<file path="config.mk">
export PLATFORM = sky130hd
export DESIGN_NAME = vga_pattern_sequencer
export DESIGN_NICKNAME = d
export VERILOG_FILES = /design/src/rtl/vga_pkg.sv /design/src/rtl/vga_frame_edge.sv /design/src/rtl/vga_pattern_sequencer.sv
export SDC_FILE = /design/constraint.sdc
export NUM_CORES = 1
export LEC_CHECK = 0
export BUFFER_PORTS_ARGS = -buffer_cell sky130_fd_sc_hd__buf_4
export CAP_MARGIN = 20
export CORE_MARGIN = 10
export CORE_UTILIZATION = 38
export CTS_CLUSTER_DIAMETER = 120
export DETAILED_ROUTE_END_ITERATION = 10
export PLACE_DENSITY_LB_ADDON = 0.3
export REMOVE_ABC_BUFFERS = 1
export SLEW_MARGIN = 5
export SYNTH_ARGS = -nofsm -noshare
export SYNTH_HDL_FRONTEND = slang
export SYNTH_HIERARCHICAL = 1
export SYNTH_SLANG_ARGS = --single-unit
</file>
<file path="constraint.sdc">
create_clock -name clk -period 3.5 [get_ports clk]
set_clock_uncertainty 0.05 [all_clocks]
set_input_delay 1.05 -clock clk [delete_from_list [all_inputs] [get_ports clk]]
set_output_delay 1.05 -clock clk [all_outputs]
set_load 0.02 [all_outputs]
</file>
<file path="src/rtl/vga_pkg.sv">
// Shared VGA timing constants, test-pattern codes and sequencer FSM encoding.
// Latency: n/a (declarations only).
// Backpressure: n/a.
package vga_pkg;

  localparam int COORD_W  = 11;
  localparam int H_ACTIVE = 800;
  localparam int V_ACTIVE = 600;

  // Pattern codes understood by the top-level colour mux
  localparam logic [1:0] PAT_QUAD    = 2'd0;
  localparam logic [1:0] PAT_BARS    = 2'd1;
  localparam logic [1:0] PAT_CHECKER = 2'd2;
  localparam logic [1:0] PAT_SOLID   = 2'd3;

  typedef enum logic {
    ST_RUN    = 1'b0,
    ST_PAUSED = 1'b1
  } seq_state_t;

  // Step to the next pattern, wrapping after the last one in rotation
  function automatic logic [1:0] next_pattern(input logic [1:0] cur, input int num);
    return (cur == 2'(num - 1)) ? 2'd0 : cur + 2'd1;
  endfunction

endpackage

</file>
<file path="src/rtl/vga_frame_edge.sv">
// Detects the first line of vertical blanking and emits a one-cycle frame tick.
// Latency: o_tick_c is combinational; o_frame_tick is o_tick_c delayed by 1 cycle.
// Backpressure: none, the tick is a free-running pulse.
module vga_frame_edge #(
  parameter int V_ACTIVE = vga_pkg::V_ACTIVE
) (
  input  logic                        i_clk,
  input  logic                        i_rst_n,
  input  logic [vga_pkg::COORD_W-1:0] i_y_pos,
  output logic                        o_tick_c,
  output logic                        o_frame_tick
);
  import vga_pkg::*;

  localparam logic [COORD_W-1:0] V_LINE = COORD_W'(V_ACTIVE);

  logic [COORD_W-1:0] r_y_prev;
  logic               r_frame_tick;

  // y_prev starts at the blanking line so a y_pos already parked there at release is not a new frame
  always_ff @(posedge i_clk) begin
    if (!i_rst_n) begin
      r_y_prev     <= V_LINE;
      r_frame_tick <= 1'b0;
    end else begin
      r_y_prev     <= i_y_pos;
      r_frame_tick <= o_tick_c;
    end
  end

  assign o_tick_c     = (i_y_pos == V_LINE) && (r_y_prev != V_LINE);
  assign o_frame_tick = r_frame_tick;

endmodule

</file>
<file path="src/rtl/vga_pattern_sequencer.sv">
// Chooses the active test pattern: auto-rotates every DWELL_FRAMES frames, with pause and manual step.
// Latency: pattern_sel/frame_cnt/frame_tick all update on the edge after y_pos first hits V_ACTIVE.
// Backpressure: none; button pulses are always accepted, a second step while one is pending is dropped.
module vga_pattern_sequencer #(
  parameter int V_ACTIVE     = vga_pkg::V_ACTIVE,
  parameter int DWELL_FRAMES = 120,
  parameter int NUM_PATTERNS = 4,
  parameter int FCNT_W       = 16
) (
  input  logic                        clk,
  input  logic                        rst,
  input  logic [vga_pkg::COORD_W-1:0] y_pos,
  input  logic                        btn_next,
  input  logic                        btn_pause,
  output logic [1:0]                  pattern_sel,
  output logic                        frame_tick,
  output logic                        paused,
  output logic [FCNT_W-1:0]           frame_cnt
);
  import vga_pkg::*;

  localparam int                DW_W       = (DWELL_FRAMES > 1) ? $clog2(DWELL_FRAMES) : 1;
  localparam logic [DW_W-1:0]   DWELL_LAST = DW_W'(DWELL_FRAMES - 1);

  seq_state_t        r_state;
  seq_state_t        w_state_nxt;
  logic [DW_W-1:0]   r_dwell;
  logic [DW_W-1:0]   w_dwell_nxt;
  logic              r_pending;
  logic              w_pend_nxt;
  logic [1:0]        r_pat;
  logic [1:0]        w_pat_nxt;
  logic [FCNT_W-1:0] r_fcnt;
  logic [FCNT_W-1:0] w_fcnt_nxt;
  logic              r_paused;
  logic              w_advance;
  logic              w_tick_c;
  logic              w_frame_tick;

  vga_frame_edge #(
    .V_ACTIVE (V_ACTIVE)
  ) u_frame_edge (
    .i_clk        (clk),
    .i_rst_n      (rst),
    .i_y_pos      (y_pos),
    .o_tick_c     (w_tick_c),
    .o_frame_tick (w_frame_tick)
  );

  // FSM state register; paused mirrors the state as a registered flag
  always_ff @(posedge clk) begin
    if (!rst) begin
      r_state  <= ST_RUN;
      r_paused <= 1'b0;
    end else begin
      r_state  <= w_state_nxt;
      r_paused <= (w_state_nxt == ST_PAUSED);
    end
  end

  // Next state and datapath: the tick is judged in the current state before a pause toggle lands
  always_comb begin
    w_state_nxt = r_state;
    w_pat_nxt   = r_pat;
    w_dwell_nxt = r_dwell;
    w_pend_nxt  = r_pending;
    w_fcnt_nxt  = r_fcnt;
    w_advance   = 1'b0;
    if (w_tick_c) begin
      w_fcnt_nxt = r_fcnt + FCNT_W'(1);
      w_pend_nxt = 1'b0;
      // A step pressed on the tick cycle itself is honoured at this tick
      if (r_pending || btn_next) begin
        w_advance = 1'b1;
      end
      if (r_state == ST_RUN) begin
        if (r_dwell == DWELL_LAST) begin
          w_advance = 1'b1;
        end else begin
          w_dwell_nxt = r_dwell + DW_W'(1);
        end
      end
      // Manual and automatic advance at the same tick collapse into a single step
      if (w_advance) begin
        w_pat_nxt   = next_pattern(r_pat, NUM_PATTERNS);
        w_dwell_nxt = '0;
      end
    end else if (btn_next) begin
      w_pend_nxt = 1'b1;
    end
    if (btn_pause) begin
      if (r_state == ST_RUN) begin
        w_state_nxt = ST_PAUSED;
      end else begin
        w_state_nxt = ST_RUN;
        w_dwell_nxt = '0;
      end
    end
  end

  // Datapath registers; pattern_sel only moves on a tick edge (or reset)
  always_ff @(posedge clk) begin
    if (!rst) begin
      r_dwell   <= '0;
      r_pending <= 1'b0;
      r_pat     <= PAT_QUAD;
      r_fcnt    <= '0;
    end else begin
      r_dwell   <= w_dwell_nxt;
      r_pending <= w_pend_nxt;
      r_pat     <= w_pat_nxt;
      r_fcnt    <= w_fcnt_nxt;
    end
  end

  assign pattern_sel = r_pat;
  assign frame_tick  = w_frame_tick;
  assign paused      = r_paused;
  assign frame_cnt   = r_fcnt;

endmodule
</file>
==> results of run 1 <==
## area by class of cell
cell class	instances	area, um^2	area share
well taps	52	65.1	0.0312
repair buffers	35	263	0.126
flip-flops and latches	39	781	0.374
clock inverters	3	43.8	0.0210
multi-input cells	123	857	0.411
clock buffers	5	68.8	0.0330
inverters	2	7.51	0.00360
## worst max-delay path: stages
cell,delay (ps)
buf_4,110
nor4bb_1,310
nand3b_1,140
nor3_1,190
buf_4,200
inv_1,90
o41ai_4,430
nand3b_1,310
nor2_1,90
## sequential cells by signal (all words and copies together) (netlist names)
signal	flops
paused	1
u_frame_edge/o_frame_tick	1
u_frame_edge/r_y_prev	11
frame_cnt	16
pattern_sel	2
r_pending	1
r_dwell	7
## cells in the mapped netlist, drive strengths merged (2+ instances only)
master / number
nand2b: 6
nor3: 9
nor2: 11
and4: 2
xor2: 8
mux2i: 7
nand4: 4
and2: 19
nand2: 14
nand4b: 2
dfxtp: 39
clkbuf: 3
nand3: 6
nand3b: 5
o21ai: 3
xnor2: 10
ha: 3
inv: 2
nor2b: 4
## layout by cell type, fill, tap and decap left out, drive strengths merged, types with 2 or more instances in the layout
master / n
clkbuf: 5
and2: 19
o21ai: 3
nand3b: 5
nor2: 11
nor3: 9
ha: 3
nor2b: 4
nand2: 14
and4: 2
buf: 35
xnor2: 10
dfxtp: 39
mux2i: 7
clkinv: 2
nand2b: 6
nand4b: 2
nand3: 6
inv: 2
nand4: 4
xor2: 8
## kinds of logic (layout without fill, tap and decap cells)
kind of cell,count (synthesis),after routing
muxes,7,7
xor gates and xnor gates,18,18
buffers and inverters,6,45
DFF,39,39
adders and majority gates,3,3
AOI/OAI and AO/OA,6,6
and+or+nand+nor,89,89
## per-layer routing
metal	up-vias	part of all wire	routed length, um
li1	644	-	-
met1	565	0.46	1470
met2	29	0.45	1440
met3	6	0.078	252
met4	0	0.019	61
met5	-	0	0
## path summary, 6_finish.rpt
path / depth (start not counted) / endpoint / slack, ps
worst max-delay path: 9 / r_dwell[4]$_SDFF_PN0_ / 710
worst min-delay path: 2 / frame_cnt[15]$_SDFFE_PN0P_ / 420
worst max register to register: 8 / r_dwell[4]$_SDFF_PN0_ / 1300
worst min register to register: 2 / frame_cnt[15]$_SDFFE_PN0P_ / 420
## power breakdown
group | switching [W] | internal (W)
registers | 0.00000474 | 0.000452
logic | 0.0000167 | 0.0000222
clock network | 0.000162 | 0.000212
total | 0.000184 | 0.000686
## through the flow
| stage | util | instance area (um^2) | instances |
|---|---|---|---|
| 6_report | 0.486 | 2090 | 259 |
| 5_1_grt | 0.486 | 2090 | 259 |
| 4_1_cts | 0.486 | 2090 | 259 |
| 3_5_place_dp | 0.459 | 1970 | 251 |
| 3_3_place_gp | 0.459 | 1970 | 251 |
| 2_1_floorplan | - | 1650 | 164 |
==> run metrics, run 1 <==
DRC=0; Layout area overhead=25.3%; M3 GR Usage=0.0488; critical path required time=3630 ps; Row Count=24; syn avg cell area=9.91 um^2; # port buffers=34; initial DRC count=28; Peak VDD IR=0.278 mV; Synth Cell Area=1660 um^2; vias in the first global route=1281; Layout fillers=418; via count=1244; synthesis-stage register bit count=39; starting density of the core=0.388; # nets final=224; # setup viols final=0; RR Startpoint=u_frame_edge/r_y_prev[1]$_SDFF_PN0_; mux cell area share after synthesis=0.0421; Synth Area in Compound Gates=0.0361; outcome=finished, final reports clean; Placer Congestion=0.693; Setup WS post-layout=710 ps; Async S/R FF share, synth=0; Post-Synth Simple-Gate Area=0.320; Crit. Startpoint=y_pos[8]; element type at the critical path start=input port; Final Max Slew Viols=0; Cells after Synth=168; Hold Violations, Final=0; Post-CTS Hold Fix Bufs=0; CTS buffer count=5; clock sink count=39; Clock transition at path regs=80 ps; setup_tns=0 ps; total track usage=0.0923; total gr overflow=0; critical path class=in2reg; largest net degree at the start of global routing=37; vias per cell=4.80; FMAX=358 MHz; setup repair bufs after CTS=0; CP arrival=2920 ps; max-cap violation count=0; Die W=86.2 um; grt peak-use layer=met2; post-DR wirelength/cell=12.4 um; antenna-violating nets left=0; post-CTS sizing=0; H-tree depth=2; min-delay worst type=reg2reg; synth top area cells=dfxtp_1 47%, and2_1 7.1%, xnor2_1 5.3%; DRT Pass-1 Iters=4; unrepaired setup endpoints after global routing=false; Min Hold Slack=421 ps; Tot Pwr=0.000870 W; GR met1 Demand/Resource=0.103; largest area contributor in the netlist=dfxtp_1; I/O Pins=35; Clock Latency Late Sink=290 ps; Post-synth EDFFs=0; Pleak=0.881 nW; ys flop type=dfxtp_1; CTS tree=done; CP endpoint kind=register; headroom to the max-slew limit=0.736; sequential area share after synthesis=0.469; adder and majority gate portion of the synthesized area=0.0226; CTS Buffer Depth=2; yosys synthesis warning count=6; die area=7430 um^2; initial antenna violation count=0; maximum fanout along the worst path=11; largest family of logic cells by synthesized area=simple AND/OR/NAND/NOR gates; share of cells above drive strength 1=0.237; first-pass GRT wire length=5.58 mm; M2 GR Usage=0.144; Placement Setup Slack=377 ps; Worst Tran Pin Value=392 ps; Core ar.=4290 um^2; Detail Placement HPWL=2.45 mm; Vert. Die Dim=86.2 um; Tmin final=2790 ps; Root Buffer Master=clkbuf_8; hold_sp=frame_cnt[15]$_SDFFE_PN0P_; power density over the cells=417 nW/um^2; diode count=0; xor/xnor share of the synthesized area=0.0947; final period utilization=0.797; post-synth cell types=32; Total Wirelength=3.22 mm; share of the synthesized area in the top cell type=0.469
(Power assumes the default switching activity.)
==> run 2, diff against run 1 <==
Clock period 3.5 ns to 2.6 ns, I/O delays scaled along.
==> run 2 against run 1 <==
Effect of this change:
- non-clock buffer count up 5
- register-to-register slack worse by 890 ps
- setup slack worse by 430 ps
- clock power up 6.1%
- first-iteration DRC count up 54%
- count of clock-buffer cells in the layout unchanged
- routed wire length down 2.8%
- critical path type unchanged
- critical endpoint is now frame_cnt[13]$_SDFFE_PN0P_
- largest power group unchanged
==> run metrics, run 2 (same netlist as run 1, synthesis figures left out) <==
outcome=finished, final reports clean (unchanged); CP arrival=2500 ps (was 2920 ps); Core ar.=4290 um^2 (unchanged); total track usage=0.0896 (was 0.0923); Pleak=0.887 nW (was 0.881 nW); power density over the cells=506 nW/um^2 (was 417 nW/um^2); sw frac=0.225 (was 0.211); Layout area overhead=26.5% (was 25.3%); H-tree depth=2 (unchanged); Placement Setup Slack=-200 ps (was 377 ps); RR Startpoint=u_frame_edge/r_y_prev[1]$_SDFF_PN0_ (unchanged); # port buffers=34 (unchanged); Reg area=781 um^2 (unchanged); Largest stage delay, worst path=370 ps (was 430 ps); Detail Placement HPWL=2.36 mm (was 2.45 mm); Root Buffer Master=clkbuf_8 (unchanged); element type at the critical path start=input port (unchanged); Internal=0.000825 W (was 0.000686 W); Sequential Power Share=0.577 (was 0.525); unrepaired setup endpoints after global routing=false (unchanged); headroom to the max-slew limit=0.738 (was 0.736); largest net degree at the start of global routing=37 (unchanged); Placement Cell Area=2010 um^2 (was 1970 um^2); most frequent CP cell=buf_4; CTS tree=done (unchanged); hold_sp=frame_cnt[15]$_SDFFE_PN0P_ (unchanged); Slowest-stage cell, CP=or3_1 (was o41ai_4); share of cells above drive strength 1=0.259 (was 0.237); vias in the first global route=1187 (was 1281); Tmin final=2320 ps; Total Wirelength=3.13 mm (was 3.22 mm); via count=1245 (was 1244); Largest register FFs=16 (unchanged); starting density of the core=0.388 (unchanged); antenna-violating nets left=0 (unchanged); Multi-input gate area=863 um^2 (was 857 um^2); Clock Latency Late Sink=290 ps (about the same); cell area after layout=2110 um^2 (was 2090 um^2); worst path cell trace=buf_4 > nor4bb_2 > nand3b_1 > nor3_1 > buf_4 > and4_4 > nand4_4 > or3_1 > a21boi_1 (was buf_4 > nor4bb_1 > nand3b_1 > nor3_1 > buf_4 > inv_1 > o41ai_4 > nand3b_1 > nor2_1); diode count=0 (unchanged); # setup viols final=0 (unchanged); Row Count=24 (unchanged); Peak VDD IR=0.359 mV (was 0.278 mV); total gr overflow=0 (unchanged); maximum fanout along the worst path=5 (was 11); max-cap violation count=0 (unchanged); Vert. Die Dim=86.2 um (unchanged); Hold Violations, Final=0 (unchanged); switching pwr=0.000240 W (was 0.000184 W); post-CTS sizing=0 (unchanged); Worst Tran Pin Value=389 ps (was 392 ps); Layout fillers=414 (was 418); Setup WS post-layout=278 ps (was 710 ps); # nets final=229 (was 224); CTS buffer count=5 (unchanged); initial antenna violation count=0 (unchanged); min-delay worst type=reg2reg (unchanged); I/O Pins=35 (unchanged); CP endpoint kind=register (unchanged); Clock Power Share=0.373 (was 0.430); setup repair bufs after CTS=0 (unchanged); Post-CTS Hold Fix Bufs=0 (unchanged); Clock transition at path regs=80 ps (about the same); DRT Pass-1 Iters=4 (unchanged); first-pass GRT wire length=5.42 mm (was 5.58 mm); initial DRC count=43 (was 28); Final Max Slew Viols=0 (unchanged); final period utilization=0.893; Die W=86.2 um (unchanged); most common cell after layout, fill and taps aside=buf_4 (was dfxtp_1); FMAX=431 MHz; most frequent cells in the layout=40 x buf_4, 39 x dfxtp_1, 19 x and2_1, 14 x nand2_1, 11 x nor2_1 (was 39 x dfxtp_1, 35 x buf_4, 19 x and2_1, 14 x nand2_1, 11 x nor2_1); clock sink count=39 (unchanged); critical path required time=2780 ps (was 3630 ps); DRC=0 (unchanged); Placer Congestion=0.689 (was 0.693); CTS Buffer Depth=2 (unchanged); Reg2Reg Setup Slack=410 ps (was 1300 ps); Comb power frac=0.050 (was 0.045); post-DR wirelength/cell=11.9 um (was 12.4 um); critical path class=in2reg (unchanged); die area=7430 um^2 (unchanged); vias per cell=4.72 (was 4.80); Crit. Startpoint=y_pos[8] (unchanged)
## run 2: cell types whose count changed in the layout (fill, tap and decap cells not counted)
cell,before,now
nor4bb_1,1,0
clkinvlp_4,0,2
nor4bb_2,0,1
clkinv_4,1,0
bufinv_16,1,0
buf_4,35,40
## run 2: power by group through the flow
| stage | combinational, W | sequential (W) | clock [W] |
|---|---|---|---|
| after floorplan | 0.0000212 | 0.000629 | 0 |
| after global placement | 0.0000532 | 0.000629 | 0 |
| after detailed placement | 0.0000534 | 0.000629 | 0 |
| after CTS | 0.0000535 | 0.000615 | 0.000417 |
| after global routing | 0.0000602 | 0.000616 | 0.000443 |
| final | 0.0000531 | 0.000615 | 0.000397 |
## run 2: path summary, 6_finish.rpt
path / endpoint / depth (start not counted)
setup / recovery: frame_cnt[13]$_SDFFE_PN0P_ / 9
hold / removal: frame_cnt[15]$_SDFFE_PN0P_ / 2
setup reg to reg: r_dwell[1]$_SDFF_PN0_ / 8
hold reg to reg: frame_cnt[15]$_SDFFE_PN0P_ / 2
## run 2: per-stage QoR
| step | hold slack, ps | power, W | cells | TNS (ps) | utilization |
|---|---|---|---|---|---|
| floorplan | 417 | 0.000651 | 164 | -5170 | - |
| global placement | 411 | 0.000682 | 256 | -922 | 0.468 |
| detailed placement | 423 | 0.000683 | 256 | -1580 | 0.468 |
| CTS | 440 | 0.00109 | 264 | 0 | 0.489 |
| global route | 444 | 0.00112 | 264 | 0 | 0.490 |
| finish | 435 | 0.00107 | 264 | 0 | 0.490 |
## run 2: worst max-delay path: cells and delay by family
kind,cells,cell delay (ps)
AOI/OAI and AO/OA,1,140
buffers and inverters,2,270
and+or+nand+nor,6,1310
## run 2: layer usage
metal  part of all wire  global-route usage
met5                  0                   0
met4              0.018              0.0398
met3              0.077              0.0478
met2               0.42               0.126
met1               0.48               0.110
## run 2: cell type report
type / count / area share
Clock inverter: 3 / 0.00951
Tap cell: 52 / 0.0309
Clock buffer: 5 / 0.0327
Sequential cell: 39 / 0.371
Inverter: 2 / 0.00357
Timing Repair Buffer: 40 / 0.143
Multi-Input combinational cell: 123 / 0.410
